--- src/rtl/div_iter.sv ---
// div_iter: iterative radix-2 restoring divider for the execute stage.
//
// Performs signed or unsigned DATA_W-bit division in DATA_W+1 cycles after
// the accept edge and presents {remainder, quotient} on result_o together
// with ready_o. A zero divisor short-circuits to a zero result after one
// edge. An in-flight division can be dropped with annul_i.
//
// Optional build macro: DIV_BYZERO_FLAG_EN
//   When defined, an extra registered output divzero_o flags results that
//   came from a zero divisor. When undefined the port does not exist.
module div_iter #(
    parameter int DATA_W = 32
) (
    input  logic                  clk,
    input  logic                  rst,
    input  logic                  start_i,
    input  logic                  annul_i,
    input  logic                  signed_div_i,
    input  logic [DATA_W-1:0]     opdata1_i,
    input  logic [DATA_W-1:0]     opdata2_i,
    output logic [2*DATA_W-1:0]   result_o,
    output logic                  ready_o
`ifdef DIV_BYZERO_FLAG_EN
    ,
    output logic                  divzero_o
`endif
);

    // Iteration counter must be able to hold the value DATA_W itself.
    localparam int CNT_W = $clog2(DATA_W + 1);
    localparam logic [CNT_W-1:0] LAST_CNT = CNT_W'(DATA_W);

    typedef enum logic [1:0] {
        ST_IDLE   = 2'd0,
        ST_BYZERO = 2'd1,
        ST_ON     = 2'd2,
        ST_END    = 2'd3
    } state_t;

    state_t                 state_reg;
    logic [CNT_W-1:0]       cnt_reg;
    logic [DATA_W-1:0]      divisor_reg;     // divisor magnitude
    logic [2*DATA_W:0]      partial_reg;     // {partial remainder, dividend/quotient}
    logic                   neg_dvd_reg;     // dividend sign at accept
    logic                   neg_dvs_reg;     // divisor sign at accept
    logic                   signed_reg;      // signed_div_i at accept

    // Operand magnitudes, only meaningful at the accept edge.
    logic [DATA_W-1:0]      dvd_mag;
    logic [DATA_W-1:0]      dvs_mag;

    // One restoring step.
    logic [DATA_W+1:0]      trial_diff;
    logic [2*DATA_W:0]      partial_next;

    // Final sign-corrected values.
    logic [DATA_W-1:0]      quot_mag;
    logic [DATA_W-1:0]      rem_mag;
    logic [DATA_W-1:0]      quot_fix;
    logic [DATA_W-1:0]      rem_fix;

    // Convert negative signed operands to magnitude before they are latched.
    always_comb begin
        dvd_mag = opdata1_i;
        dvs_mag = opdata2_i;
        if (signed_div_i && opdata1_i[DATA_W-1]) begin
            dvd_mag = -opdata1_i;
        end
        if (signed_div_i && opdata2_i[DATA_W-1]) begin
            dvs_mag = -opdata2_i;
        end
    end

    // Shift-left-by-one and trial-subtract the divisor in a single step.
    // The upper DATA_W+1 bits of the partial remainder plus the next dividend
    // bit form the shifted window; a clear sign bit on the difference means
    // the subtraction is kept and a quotient 1 is shifted in.
    always_comb begin
        trial_diff   = partial_reg[2*DATA_W:DATA_W-1] - {2'b00, divisor_reg};
        partial_next = {partial_reg[2*DATA_W-1:0], 1'b0};
        if (!trial_diff[DATA_W+1]) begin
            partial_next = {trial_diff[DATA_W:0], partial_reg[DATA_W-2:0], 1'b1};
        end
    end

    // Restore signs: quotient negative when operand signs differ, remainder
    // follows the dividend. The most-negative / -1 case falls out naturally
    // as a quotient magnitude of 2^(DATA_W-1) with no negation.
    always_comb begin
        quot_mag = partial_reg[DATA_W-1:0];
        rem_mag  = partial_reg[2*DATA_W-1:DATA_W];
        quot_fix = quot_mag;
        rem_fix  = rem_mag;
        if (signed_reg && (neg_dvd_reg ^ neg_dvs_reg)) begin
            quot_fix = -quot_mag;
        end
        if (signed_reg && neg_dvd_reg) begin
            rem_fix = -rem_mag;
        end
    end

    // Control FSM with registered outputs and datapath registers.
    always_ff @(posedge clk) begin
        if (rst) begin
            state_reg   <= ST_IDLE;
            cnt_reg     <= '0;
            divisor_reg <= '0;
            partial_reg <= '0;
            neg_dvd_reg <= 1'b0;
            neg_dvs_reg <= 1'b0;
            signed_reg  <= 1'b0;
            result_o    <= '0;
            ready_o     <= 1'b0;
`ifdef DIV_BYZERO_FLAG_EN
            divzero_o   <= 1'b0;
`endif
        end else begin
            case (state_reg)
                ST_IDLE: begin
                    // A start accompanied by annul is treated as no request.
                    if (start_i && !annul_i) begin
                        divisor_reg <= dvs_mag;
                        partial_reg <= {{(DATA_W+1){1'b0}}, dvd_mag};
                        neg_dvd_reg <= opdata1_i[DATA_W-1];
                        neg_dvs_reg <= opdata2_i[DATA_W-1];
                        signed_reg  <= signed_div_i;
                        cnt_reg     <= '0;
                        if (opdata2_i == '0) begin
                            state_reg <= ST_BYZERO;
                        end else begin
                            state_reg <= ST_ON;
                        end
                    end
                end

                ST_BYZERO: begin
                    if (annul_i) begin
                        state_reg <= ST_IDLE;
                        result_o  <= '0;
                        ready_o   <= 1'b0;
`ifdef DIV_BYZERO_FLAG_EN
                        divzero_o <= 1'b0;
`endif
                    end else begin
                        state_reg <= ST_END;
                        result_o  <= '0;
                        ready_o   <= 1'b1;
`ifdef DIV_BYZERO_FLAG_EN
                        divzero_o <= 1'b1;
`endif
                    end
                end

                ST_ON: begin
                    if (annul_i) begin
                        state_reg <= ST_IDLE;
                        cnt_reg   <= '0;
                        result_o  <= '0;
                        ready_o   <= 1'b0;
`ifdef DIV_BYZERO_FLAG_EN
                        divzero_o <= 1'b0;
`endif
                    end else if (cnt_reg == LAST_CNT) begin
                        // All quotient bits are in; publish the corrected result.
                        state_reg <= ST_END;
                        result_o  <= {rem_fix, quot_fix};
                        ready_o   <= 1'b1;
`ifdef DIV_BYZERO_FLAG_EN
                        divzero_o <= 1'b0;
`endif
                    end else begin
                        partial_reg <= partial_next;
                        cnt_reg     <= cnt_reg + CNT_W'(1);
                    end
                end

                ST_END: begin
                    // Result is held for as long as execute keeps start high.
                    if (!start_i) begin
                        state_reg <= ST_IDLE;
                        result_o  <= '0;
                        ready_o   <= 1'b0;
`ifdef DIV_BYZERO_FLAG_EN
                        divzero_o <= 1'b0;
`endif
                    end
                end

                default: begin
                    state_reg <= ST_IDLE;
                    result_o  <= '0;
                    ready_o   <= 1'b0;
`ifdef DIV_BYZERO_FLAG_EN
                    divzero_o <= 1'b0;
`endif
                end
            endcase
        end
    end

endmodule

--- config.mk ---
export PLATFORM = sky130hd
export DESIGN_NAME = div_iter
export DESIGN_NICKNAME = d
export VERILOG_FILES = /design/src/rtl/div_iter.sv
export SDC_FILE = /design/constraint.sdc
export NUM_CORES = 1
export LEC_CHECK = 0
export CAP_MARGIN = 20
export CORE_AREA = 8 8 166 137
export CTS_CLUSTER_DIAMETER = 50
export DETAILED_ROUTE_END_ITERATION = 12
export DIE_AREA = 0 0 174 145
export PLACE_DENSITY_LB_ADDON = 0.3
export SYNTH_ARGS = -nofsm -noshare
export SYNTH_HDL_FRONTEND = slang
export SYNTH_SLANG_ARGS = --single-unit
--- constraint.sdc ---
create_clock -name clk -period 3.55 [get_ports clk]
set_input_delay 0.71 -clock clk [delete_from_list [all_inputs] [get_ports clk]]
set_output_delay 0.71 -clock clk [all_outputs]
set_load 0.01 [all_outputs]
# Word level (Yosys, flattened, before mapping)
# Cells that the tools add are included.
[classes] bitwise_logic=1 reduce_logical=15 n_addsub=6 n_mux=29 eq_ne=10
[op_table] op="65-bit two-way mux" count=4
[op_table] op="64-bit two-way mux" count=3
[op_table] op="64-bit one-hot mux with 3 select lines" count=1
[op_table] op="65-bit one-hot mux with 2 select lines" count=1
[op_table] op="32-bit two-way mux" count=4
[op_table] op="32-bit negator" count=4
[op_table] op="34-bit by 32-bit subtractor with 34-bit output" count=1
[op_table] op="32-bit zero test" count=1
[op_table] op="6-bit two-way mux" count=3
[op_table] op="2-bit two-way mux" count=6
[op_table] op="6-bit one-hot mux with 2 select lines" count=1
[op_table] op="3-bit AND reduction" count=3
[op_table] op="2-bit != test, second input constant" count=4
[op_table] op="2-bit one-hot mux with 4 select lines" count=1
[op_table] op="6-bit by 1-bit adder with 6-bit output, second input constant" count=1
[op_table] op="6-bit == test, second input constant" count=1
[op_table] op="3-bit != test, second input constant" count=2
[op_table] op="1-bit logical AND" count=5
[op_table] op="2-bit == test, second input constant" count=2
[op_table] op="1-bit two-way mux" count=4
[op_table] op="4-bit AND reduction" count=1
[op_table] op="1-bit one-hot mux with 3 select lines" count=1
[op_table] op="3-bit nonzero test" count=1
[op_table] op="2-bit by 1-bit == test with 1-bit output, second input constant" count=1
[op_table] op="other kinds (5)" count=5
[word_totals] reg_bits=173 inputBits=69 wordCells=70

# Depth between registers and ports, before layout
[logic_depth] ltp_word=6 depth_mapped=13 ltp_nobuf=13

# Worst setup path before layout
# No wires, ideal clock.
[synth_timing] path_type="input -> register" start="input opdata1_i[1]" end="register partial_reg[31]" cell_stages=9 slack_ps=765 setup_ps=79 required_ps=3471 n_path_buf=0 t_arrival_ps=2706 path_cell_list="or4_4 > nor4_4 > nand2_2 > or3b_4 > o41ai_2 > nand2_1 > nor2_1 > a211oi_1 > a211oi_2"
[synth_via] elab_chain_len=4
[synth_lines] item="start: declaration" line_no="19" rtl="input logic [DATA_W-1:0] opdata1_i,"
[synth_lines] item="32-bit negator" line_no="67" rtl="dvd_mag = -opdata1_i;"
[synth_lines] item="32-bit two-way mux" line_no="66" rtl="if (signed_div_i && opdata1_i[DATA_W-1]) begin"
[synth_lines] item="65-bit two-way mux" line_no="121" rtl="if (start_i && !annul_i) begin"
[synth_lines] item="65-bit one-hot mux with 2 select lines" line_no="118" rtl="case (state_reg)"
[synth_lines] item="end signal: assignment" line_no="123" rtl="partial_reg <= {{(DATA_W+1){1'b0}}, dvd_mag};"
[synth_lines] item="end signal: assignment" line_no="172" rtl="partial_reg <= partial_next;"
[synth_lines] item="end: declaration" line_no="43" rtl="logic [2*DATA_W:0] partial_reg;"
# No other way between the ends. The select of a mux whose other input is x is not followed.
# A chain may end at the register's enable or synchronous reset.

# Worst setup path in the final report
[layout_timing] start="register divisor_reg[11]" end="register partial_reg[52]"
[layout_via] elab_chain_len=5
[layout_lines] item="start: declaration" line_no="42" rtl="logic [DATA_W-1:0] divisor_reg;"
[layout_lines] item="start signal: assignment" line_no="122" rtl="divisor_reg <= dvs_mag;"
[layout_lines] item="34-bit by 32-bit subtractor with 34-bit output" line_no="79" rtl="trial_diff = partial_reg[2*DATA_W:DATA_W-1] - {2'b00, divisor_reg};"
[layout_lines] item="65-bit two-way mux" line_no="81" rtl="if (!trial_diff[DATA_W+1]) begin"
[layout_lines] item="65-bit two-way mux" line_no="163" rtl="end else if (cnt_reg == LAST_CNT) begin"
[layout_lines] item="65-bit two-way mux" line_no="155" rtl="if (annul_i) begin"
[layout_lines] item="65-bit one-hot mux with 2 select lines" line_no="118"
# No other way between the ends. The select of a mux whose other input is x is not followed.

==> flow_metrics.env <==
export IMPL_finalSetupViolCount=0
export IMPL_worst_slew_pin_slew_ns=0.7956
export IMPL_cts_buffers=17
export IMPL_start_kind="flop"
export IMPL_grt_ovfl_total=0
export IMPL_multi_input_area_um2=7167
export IMPL_wirelength_um=32480
export IMPL_fin_worst_skew_ns=0.01233
export IMPL_core_um2=20110
export IMPL_endpoint_kind="flop"
export IMPL_gp_congestion=0.9641
export IMPL_ir_drop_v=0.0005216
export IMPL_clk_latency_ns=0.44
export IMPL_place_hpwl_um=24270
export IMPL_slew_violations=0
export IMPL_power_total_uw=7468
export IMPL_swShare=0.4132
export IMPL_internal_power_uw=4382
export IMPL_die_h_um=145
export IMPL_grt_usage=0.2499
export IMPL_hp_class="flop to flop"
export IMPL_largest_reg_flops=65
export IMPL_synth_flop_cell="dfxtp_1"
export IMPL_die_w_um=174
export IMPL_row_count=47
export IMPL_grt_max_degree=66
export IMPL_slew_limit_headroom=0.4696
export IMPL_synth_warnings=0
export IMPL_ios=134
export IMPL_synth_area_um2=11140
export IMPL_finalHoldViolCount=0
export IMPL_n_fill_cell=1683
export IMPL_root_buffer="clkbuf_16"
export IMPL_synthTopCellsByArea="dfxtp_1 31%, nand2_1 7.1%, xor2_1 6.0%"
export IMPL_syn_num_nets=1587
export IMPL_area_sequential_um2=3463
export IMPL_switching_power_uw=3086
export IMPL_drive_above_1_share=0.06226
export IMPL_grt_pass1_wl_um=52680
export IMPL_r2r_start="divisor_reg[11]"
export IMPL_worst_hold_slack_ns=0.4512
export IMPL_io_buffers=133
export IMPL_period_share=0.8881
export IMPL_vias_per_cell=5.879
export IMPL_min_delay_start="result_o[57]"
export IMPL_worstPathMaxFanout=42
export IMPL_start_util=0.5538
export IMPL_async_flop_share=0
export IMPL_worstPathRequired_ns=3.88
export IMPL_grt_antenna_before_repair=0
export IMPL_static_leakage_power_uw=0.004958
export IMPL_numClockSinks=173
export IMPL_yosysTopAreaCell="dfxtp_1"
export IMPL_drc=0
export IMPL_synth_top_area_share=0.3109
export IMPL_die_area_um2=25230
export IMPL_setup_worst_path_class="flop to flop"
export IMPL_first_global_vias=10130
export IMPL_power_share_clock=0.260
export IMPL_firstDrtPassIters=6
export IMPL_cts_tree="built"
export IMPL_max_freq_mhz=317.2
export IMPL_rsz0062_at_grt="false"
export IMPL_ys_types=76
export IMPL_cp_startpoint="divisor_reg[11]"
export IMPL_status="finished, final reports clean"
export IMPL_vias=10930
export IMPL_cts_buffer_depth=2
export IMPL_fin_nets=1689
export IMPL_wl_per_cell_um=17.47
export IMPL_power_density_nw_per_um2=557.3
export IMPL_synth_edf_count=0
export IMPL_antenna_left=0
export IMPL_synth_avg_cell_area_um2=7.551
export IMPL_drt_iter0_drc=1034
export IMPL_ys_seq_area_frac=0.3109
export IMPL_clk_pin_slew_ns=0.08
export IMPL_crit_arrival_ns=3.49
export IMPL_combPwrFrac=0.426
export IMPL_area_growth_pct=20.32
export IMPL_syn_inst=1475
export IMPL_synth_most_common_cell="nand2_1"
export IMPL_p_seq_frac=0.314
export IMPL_ys_top_cells_by_count="212 x nand2_1, 173 x dfxtp_1, 152 x nor2_1"
export IMPL_min_period_ns=3.153
export IMPL_synth_seq_cells=173
export IMPL_diodes=0
export IMPL_maxCapViolations=0
export IMPL_setup_tns_ns=0
export IMPL_htree_num_levels=4
## stage by stage
step / util / cell area, um2 / cells / worst slack (ns)
after global routing: 0.6664 / 13400 / 1859 / 0.1157
after floorplan: - / 11140 / 1475 / 0.7646
final: 0.6664 / 13400 / 1859 / 0.3974
after global placement: 0.6352 / 12780 / 1825 / 0.1721
after detailed placement: 0.6360 / 12790 / 1826 / 0.1263
after CTS: 0.6657 / 13390 / 1858 / 0.3566
## critical path, cell delays in order, from the launching register on
cell and delay (ns):
dfxtp_1 0.37, inv_1 0.07, ha_1 0.38, a21oi_1 0.27
a21boi_0 0.16, o41ai_1 0.34, buf_4 0.19, nand2_1 0.06
o21ai_2 0.18, o211ai_2 0.16, xor2_4 0.19, buf_12 0.21
and3_1 0.19, a221o_1 0.25
## kinds of logic after synthesis
| logic type | count (synthesis) | share of synthesized area |
|---|---|---|
| simple gates | 528 | 0.2187 |
| xor+xnor | 147 | 0.1163 |
| flops | 173 | 0.3109 |
| buf+inv | 143 | 0.04909 |
| fa+ha+maj | 43 | 0.04898 |
| compound gates | 414 | 0.2317 |
| mux | 27 | 0.02426 |
## final timing paths
kind / endpoint / slack [ns] / cells after the start
setup / recovery: partial_reg[52] / 0.40 / 13
setup reg to reg: partial_reg[52] / 0.40 / 13
hold / removal: result_o[57] / 0.45 / 2
hold reg to reg: result_o[57] / 0.45 / 2
## power groups by stage
| stage | logic [uW] | clock network, uW | registers, uW |
|---|---|---|---|
| after floorplan | 2250 | 0 | 2320 |
| after global placement | 3050 | 0 | 2370 |
| final | 3180 | 1940 | 2340 |
| after global routing | 3500 | 2030 | 2370 |
| after CTS | 3120 | 1950 | 2340 |
| after detailed placement | 3090 | 0 | 2380 |
## placed cells by master, fill, tap and decap left out, types with 6 or more instances in the layout
cell type | Yosys | layout
a21oi_1 | 129 | 129
o21ai_0 | 112 | 112
or3_1 | 11 | 11
dfxtp_1 | 173 | 173
clkdlybuf4s50_1 | 0 | 132
inv_1 | 59 | 59
o21ai_1 | 6 | 6
buf_4 | 2 | 32
nand4_1 | 9 | 9
o31ai_1 | 20 | 20
nor3_1 | 36 | 35
a22oi_1 | 26 | 26
ha_1 | 42 | 41
nor2_1 | 152 | 150
a21o_1 | 15 | 15
and2_1 | 9 | 9
a211oi_1 | 24 | 24
and3_1 | 6 | 6
or4_1 | 9 | 9
o41ai_1 | 7 | 7
inv_6 | 0 | 7
nand2b_1 | 18 | 18
nand2_1 | 212 | 211
o21bai_1 | 6 | 6
nand3_1 | 21 | 21
xor2_1 | 76 | 76
mux2i_1 | 27 | 27
clkbuf_16 | 0 | 17
a31oi_1 | 14 | 14
a311oi_1 | 6 | 6
nor4_1 | 16 | 15
xnor2_1 | 70 | 70
## area by class of cell
cell class	instances	share of cell area
Inverter	59	0.01653
Clock buffer	18	0.03202
Tap cell	269	0.02511
Timing Repair Buffer	167	0.1206
Clock inverter	14	0.01251
Sequential cell	173	0.2584
Multi-Input combinational cell	1159	0.5348
## per-layer routing
layer | share of wire | global-route usage | up-vias
met5 | 0 | 0 | -
met4 | 0.015 | 0.06402 | 0
met3 | 0.089 | 0.05887 | 42
met2 | 0.42 | 0.3641 | 473
met1 | 0.48 | 0.3623 | 5021
li1 | - | - | 5393
## what timing repair did
action	4_1_cts	5_1_grt
hold buffers	0	0
endpoints found under the setup margin	0	1
resized for setup	0	1
setup buffers	0	0
Note: power is estimated with default switching activity, not from simulation.
